<file path="src/rtl/sum_accum_buffer.sv">
// Groups N incoming sum samples into one wider total and queues the totals
// in a small first-word-fall-through FIFO for the downstream consumer.
// A flush closes a short group early and marks its result as partial. A
// result that arrives while the FIFO is full, with no pop on the same edge,
// is discarded and counted in a saturating 8-bit drop counter.
module sum_accum_buffer #(
  parameter  int W     = 10,
  parameter  int N     = 4,
  parameter  int DEPTH = 4,
  localparam int SUM_W = W + $clog2(N)
) (
  input  logic             clk,
  input  logic             rst,
  input  logic             in_valid,
  input  logic [W-1:0]     in_data,
  input  logic             flush,
  output logic             out_valid,
  output logic [SUM_W-1:0] out_data,
  output logic             out_partial,
  input  logic             out_ready,
  output logic [7:0]       drop_cnt
);

  localparam int CNT_W = $clog2(N);
  localparam int AW    = $clog2(DEPTH);

  localparam logic [CNT_W-1:0] CNT_LAST = CNT_W'(N - 1);
  localparam logic [CNT_W-1:0] CNT_ONE  = CNT_W'(1);
  localparam logic [AW:0]      PTR_ONE  = (AW + 1)'(1);

  // Increments a count but holds it once it reaches its maximum.
  function automatic logic [7:0] sat_inc8(input logic [7:0] v);
    return (v == 8'hFF) ? v : v + 8'd1;
  endfunction

  // Open group: running total and number of samples already absorbed.
  logic [SUM_W-1:0] acc_p0;
  logic [CNT_W-1:0] cnt_p0;

  // Group result leaving the accumulator on this edge.
  logic             vld_p0;
  logic [SUM_W-1:0] sum_p0;
  logic             part_p0;

  logic [SUM_W-1:0] sum_in;
  logic             last_smp;

  // FIFO storage: {partial, sum}. The extra pointer bit tells full from empty.
  logic [SUM_W:0]   mem [DEPTH];
  logic [AW:0]      wr_ptr;
  logic [AW:0]      rd_ptr;
  logic             fifo_empty;
  logic             fifo_full;
  logic             pop;
  logic             wr_en;
  logic             drop;

  // ---- stage p0: accumulate, decide whether a group result is produced ----

  // Forms the running total with the current sample and picks the group result.
  always_comb begin
    sum_in   = acc_p0 + SUM_W'(in_data);
    last_smp = (cnt_p0 == CNT_LAST);
    vld_p0   = 1'b0;
    sum_p0   = sum_in;
    part_p0  = 1'b0;
    if (in_valid) begin
      // A sample always joins the group; flush only closes it early.
      vld_p0  = last_smp || flush;
      part_p0 = !last_smp;
    end else if (flush && (cnt_p0 != '0)) begin
      vld_p0  = 1'b1;
      sum_p0  = acc_p0;
      part_p0 = 1'b1;
    end
  end

  // Updates the open group; a closed group restarts empty even if its result is dropped.
  always_ff @(posedge clk) begin
    if (rst) begin
      acc_p0 <= '0;
      cnt_p0 <= '0;
    end else if (vld_p0) begin
      acc_p0 <= '0;
      cnt_p0 <= '0;
    end else if (in_valid) begin
      acc_p0 <= sum_in;
      cnt_p0 <= cnt_p0 + CNT_ONE;
    end
  end

  // ---- stage p1: result FIFO ----

  // FIFO occupancy flags and the push/pop/drop decision for this edge.
  always_comb begin
    fifo_empty = (wr_ptr == rd_ptr);
    fifo_full  = (wr_ptr[AW] != rd_ptr[AW]) &&
                 (wr_ptr[AW-1:0] == rd_ptr[AW-1:0]);
    pop        = !fifo_empty && out_ready;
    // When full, a same-edge pop frees the head slot that the write reuses.
    wr_en      = vld_p0 && (!fifo_full || pop);
    drop       = vld_p0 && fifo_full && !pop;
  end

  // Writes the new group result into the tail slot.
  always_ff @(posedge clk) begin
    if (!rst && wr_en) begin
      mem[wr_ptr[AW-1:0]] <= {part_p0, sum_p0};
    end
  end

  // Advances the read and write pointers; reset empties the FIFO.
  always_ff @(posedge clk) begin
    if (rst) begin
      wr_ptr <= '0;
      rd_ptr <= '0;
    end else begin
      if (wr_en) begin
        wr_ptr <= wr_ptr + PTR_ONE;
      end
      if (pop) begin
        rd_ptr <= rd_ptr + PTR_ONE;
      end
    end
  end

  // Counts results lost to a full FIFO, holding at 255.
  always_ff @(posedge clk) begin
    if (rst) begin
      drop_cnt <= '0;
    end else if (drop) begin
      drop_cnt <= sat_inc8(drop_cnt);
    end
  end

  // Head of the FIFO is presented directly (first-word-fall-through).
  always_comb begin
    out_valid                 = !fifo_empty;
    {out_partial, out_data}   = mem[rd_ptr[AW-1:0]];
  end

endmodule

</file>
<file path="config.mk">
export PLATFORM = sky130hd
export DESIGN_NAME = sum_accum_buffer
export DESIGN_NICKNAME = d
export VERILOG_FILES = /design/src/rtl/sum_accum_buffer.sv
export SDC_FILE = /design/constraint.sdc
export NUM_CORES = 1
export LEC_CHECK = 0
export CORE_UTILIZATION = 55
export DETAILED_ROUTE_END_ITERATION = 7
export DONT_BUFFER_PORTS = 1
export PLACE_DENSITY = 0.7
export SETUP_SLACK_MARGIN = 0.15
export SYNTH_ARGS = -nofsm -noshare
export SYNTH_HDL_FRONTEND = slang
export SYNTH_SLANG_ARGS = --single-unit
export TNS_END_PERCENT = 20
</file>
<file path="constraint.sdc">
create_clock -name clk -period 2.7 [get_ports clk]
set_clock_uncertainty 0.1 [all_clocks]
set_input_delay 0.54 -clock clk [delete_from_list [all_inputs] [get_ports clk]]
set_output_delay 0.54 -clock clk [all_outputs]
set_load 0.03 [all_outputs]
</file>
-- After elaboration in Yosys (flattened, before gate mapping)
Memory sizes are Yosys's and may differ from the RTL's. A register that Yosys moved wholly into a read port is not among the register bits.
Cells that the tools add are included.
- bits in writable memories: 52
- input bits: 15
- output and inout port bits: 22
- flip-flop bits (word level): 28
- word-level logic and storage cells: 43
- memories kept: 1
- bitwise operators: 1
- mux-type cells: 9
- eq/ne operators: 5
- reductions and logical operators: 17
- $add $sub $neg: 5
- memory list (name ; depth ; width ; rd ports ; clocked after memory_dff ; write ports ; RTL line ; RTL):
    mem ; 4 ; 13 ; 1 ; 1 ; 1 ; 49 ; logic [SUM_W:0] mem [DEPTH];
- operators with widths (kind ; number):
    $mux W12 ; 2
    $add A12 B10 Y12 ; 1
    $add A8 B1 Y8 const B ; 1
    $eq A8 B8 Y1 const B ; 1
    $logic_and A1 B1 Y1 ; 7
    $add A3 B1 Y3 const B ; 2
    $logic_not A1 Y1 ; 5
    $mux W1 ; 5
    $mux W2 ; 2
    $eq A3 B3 Y1 ; 1
    $add A2 B1 Y2 const B ; 1
    $eq A2 B2 Y1 ; 1
    $eq A2 B2 Y1 const B ; 1
    $logic_or A1 B1 Y1 ; 2
    $reduce_and A2 Y1 ; 1
    $reduce_bool A2 Y1 ; 1
    $reduce_or A2 Y1 ; 1
    $ne A1 B1 Y1 ; 1
    $not A1 Y1 ; 1

-- Logic depth before layout (Yosys ltp)
- depth after elaboration: 8
- mapped depth: 8
- gate-level depth less buffers: 7

-- Least setup slack after synthesis
OpenSTA, ideal clock, no wires.
- path type: input to register
- start point: input in_data[0]
- end point: memory mem[0][8] in the netlist's numbering, data pin
- data required time: 2309 ps
- stages on the path: 7
- buffers on the path: 0
- arrival: 2150 ps
- library setup time: 291 ps
- setup slack: 159 ps
- cells stage by stage: ha_1 fa_1 a21o_1 a311o_1 a31oi_1 xor2_1 o21ai_0
- longest elaborated chain between the ends: 3
- RTL lines (what ; RTL line ; RTL):
    start, declared ; 15 ; input logic [W-1:0] in_data,
    $add A12 B10 Y12 (*) ; 62 ; sum_in = acc_p0 + SUM_W'(in_data);
    $mux W12 ; 71 ; end else if (flush && (cnt_p0 != '0)) begin
    $mux W12 (*) ; 67 ; if (in_valid) begin
    via sum_p0[8] ; 42 ; logic [SUM_W-1:0] sum_p0;
    end, declared ; 49 ;
Mark *: on every way through the listed nets, which the timed path passes. The rest lies on a longest branch.

-- Worst setup path after layout
- start point: register acc_p0[0]
- end point: memory mem[0][8] in the netlist's numbering, data pin
- longest elaborated chain between the ends: 3
- RTL lines (what ; RTL line ; RTL):
    start, declared ; 37 ; logic [SUM_W-1:0] acc_p0;
    start signal, assigned ; 87 ; acc_p0 <= sum_in;
    $add A12 B10 Y12 (*) ; 62 ;
    $mux W12 ; 71 ;
    $mux W12 (*) ; 67 ;
    via sum_p0[8] ; 42 ;
Marks and branches as above.

==> run summary <==
The part of the total power dissipated in combinational logic is 20.6%. In the post-synthesis netlist, the biggest area contributors are sky130_fd_sc_hd__edfxtp_1 (40%), sky130_fd_sc_hd__dfxtp_1 (16%), sky130_fd_sc_hd__mux4_2 (7.6%). The fraction of power spent switching nets is 28.5%. The number of nets still failing antenna checks after routing is 0.

Setup repair after global routing could not meet its margin everywhere. Counting instances in the post-synthesis netlist gives the leading cell types as sky130_fd_sc_hd__edfxtp_1 (52), sky130_fd_sc_hd__dfxtp_1 (30), sky130_fd_sc_hd__nand2_1 (27). The placeable core region is 6790 um2. For the worst setup path, the data required time is 2680 ps.

The congestion estimate from routability-driven global placement came to 0.860. The net count of the finished layout came out at 354. Internal power comes to 2070 uW. The floorplan die area came out at 7350 um2. The register area share after synthesis is 56.0%. The residual DRC count came out at 0.

The net switching component of the power came out at 822 uW. The number of antenna violations at the first check in global routing is 0. The I/O pin total came out at 37. Entering global routing, the biggest net connects 19 pins. Across all hold checks on the routed design, the worst slack comes to 170 ps. The number of antenna diodes in the final layout is 0. After detailed placement, the total cell area comes to 4010 um2. The count of buffering cells on the critical path with inverters included came out at 0.

The number of fill cells in the layout is 535. The largest buffer count on any clock path came out at 2. The leftover overflow at the end of global routing is 0. The worst register-to-register path begins at acc_p0[0].

The number of library cell types mapped by synthesis is 47. The clock transition at the registers of the reported paths came out at 80 ps. The clock tree synthesis step divided the H-tree into 3 levels. The tool flagged a number of max-cap violations equal to 0. After technology mapping, the gate count stands at 310. Of all nets on the critical path, the largest fanout is 4.

The shortest period the worst path allows came out at 2420 ps. In this design, the largest share of critical-path delay is due to compound AO/OA/AOI/OAI gates. The starting density of the core is 56.8%. The share of synthesized area in the top cell type comes to 40.5%. The proportion of power drawn by the clock network is 28.8%. The routed wirelength normalized by instance count is 16.5 um. The setup-violating endpoint count in the final report is 0. Clock tree synthesis inserted a total of 9 buffers.

The path class of the tightest hold or removal check is input pin to register. The number of detailed-route iterations in the first pass is 4. The count of warnings emitted by yosys is 0. The most common cell in the synthesized netlist is sky130_fd_sc_hd__edfxtp_1. The clock tree from TritonCTS is built. The data arrival time of the critical path is 2390 ps.

After detailed routing, the number of vias per cell comes to 5.65. After synthesis the netlist holds a flip-flop and latch count of 82. The worst setup path is launched from a register.

The global-route wire length before repair came out at 11.4 mm. sky130_fd_sc_hd__edfxtp_1 takes more of the synthesized area than any other cell. Clock latency on the worst-skew pair, taken at its later pin, is 330 ps.

Once detailed placement completed, the half-perimeter wirelength came to 4.92 mm. In this run the most critical hold path is launched from rst. The async set-or-reset flop fraction in the synthesized netlist is 0%.

The wire length reported by the detailed router is 6.94 mm. The aggregate negative setup slack came out at 0 ps. The core utilization of the finished layout is 61.8%.

After layout, the worst path uses 89.5% of the clock period. The largest stage delay on the critical path came out at 410 ps. The first routing iteration left 131 violations.

When the netlist entered floorplanning its net count stood at 344. The final number of hold-violating endpoints came out at 0. The count of vias placed by the detailed router came out at 2,379. The flow ran to the end, and the final reports show no timing, DRC or antenna violations. A synthesized cell averages 12.4 um2. The transition time at the pin with the least slew margin is 571 ps. The number of enable flip-flop cells after synthesis came out at 52. The maximum resistive drop on vdd is 0.303 mV. Clock tree synthesis selected as its root buffer the cell sky130_fd_sc_hd__clkbuf_8. The kind of critical path is register to register. From bottom edge to top edge, the die measures 85.7 um.

The slowest cell on the critical path is sky130_fd_sc_hd__fa_1. The leakage component of the power is 0.00153 uW. The start point of the critical path is acc_p0[0]. The cell area after synthesis came out at 3860 um2. The floorplan has 30 rows. The share of total power dissipated in sequential elements is 50.6%. The highest achievable clock rate is 414 MHz.

The number of clock sinks is 82. The main flop type after synthesis is sky130_fd_sc_hd__edfxtp_1. Once layout is done, the placed cells without fillers occupy 4200 um2. The normalized max-slew margin came out at 61.9%.

The count of pins over their slew limit came to 0. The total of buffers placed on input and output ports is 0. The power density of the placed cells is 688 nW/um2. For this run, the total global-route usage over all layers was measured as 20.7%. The proportion of layout cells with a drive suffix above 1 came out at 14.5%. Traced cell by cell, the critical path runs through ha_1 -> fa_1 -> a21o_1 -> a311o_1 -> a31oi_1 -> xor2_1 -> o21ai_2. The area growth from synthesis to layout is 8.86%. The via count of the first global-routing pass was 2,288. STA classifies the critical path endpoint as a register. The die outline width came out at 85.7 um.
[power groups by stage]
| stage | logic, uW | registers, uW | clock network [uW] |
|---|---|---|---|
| 2_1_floorplan | 503 | 1480 | 0 |
| 3_3_place_gp | 583 | 1490 | 0 |
| 3_5_place_dp | 597 | 1490 | 0 |
| 4_1_cts | 598 | 1460 | 853 |
| 5_1_grt | 654 | 1470 | 910 |
| 6_report | 595 | 1460 | 831 |
[path summary, 6_finish.rpt]
kind | end | slack (ps) | cells past startpoint
hold reg to reg | acc_p0[11] | 390 | 2
hold / removal | drop_cnt[4] | 170 | 1
setup / recovery | mem[0][8] | 280 | 7
setup reg to reg | mem[0][8] | 280 | 7
[metrics by stage]
step           setup slack (ps)  std cells  total power [uW]
2_1_floorplan               159        310              1980
6_report                    283        421              2890
4_1_cts                     223        421              2910
3_3_place_gp               42.6        405              2070
3_5_place_dp              0.717        405              2090
5_1_grt                     136        421              3030
[flip-flops by register name, summed over array words and instances (netlist names), named ones only]
register	cells
acc_p0	12
mem	52
wr_ptr	3
rd_ptr	3
cnt_p0	2
drop_cnt	8
[layout make-up]
| class | count | area (um2) | area share [%] |
|---|---|---|---|
| Sequential cell | 82 | 2160 | 51.5 |
| Multi-Input combinational cell | 209 | 1630 | 38.7 |
| Tap cell | 96 | 120 | 2.86 |
| Clock buffer | 11 | 131 | 3.13 |
| Inverter | 8 | 30.0 | 0.715 |
| Clock inverter | 5 | 55.1 | 1.31 |
| Timing Repair Buffer | 10 | 75.1 | 1.79 |
[routing by layer]
metal	vias to the layer above	part of all wire, %	GRT usage, %
li1	1182	-	-
met1	1139	46	27.6
met2	56	48	32.9
met3	2	5.8	5.77
met4	0	0.39	6.82
met5	-	0	0
[cell families (layout without fill, tap and decap cells)]
group	after synthesis	after routing	share of synthesized area, %
simple gates	101	101	13.6
buf+inv	19	34	1.91
mux	21	21	9.67
compound gates	51	51	8.56
flops	82	82	56.0
xor+xnor	17	17	3.86
fa+ha+maj	19	19	6.36
[repair_timing]
item                                    4_1_cts  5_1_grt
endpoints found under the hold margin         0        0
resized for setup                             0        2
buffers inserted                              0        0
endpoints found under the setup margin        0        8
hold buffers                                  0        0
[layout by cell type, fill, tap and decap left out, drive strengths merged, types with 3 or more instances in the layout]
| master | instances |
|---|---|
| edfxtp | 52 |
| dfxtp | 30 |
| nand2 | 28 |
| nor2 | 24 |
| ha | 18 |
| a21oi | 17 |
| mux4 | 13 |
| nand3 | 12 |
| o21ai | 11 |
| clkbuf | 11 |
| buf | 10 |
| xnor2 | 9 |
| inv | 8 |
| xor2 | 8 |
| mux2i | 8 |
| a21o | 6 |
| and3 | 6 |
| and2 | 5 |
| nor3 | 4 |
| a211oi | 3 |
| nand4 | 3 |
| or3 | 3 |
| clkinvlp | 3 |
Note: power is estimated with default switching activity, not from simulation.
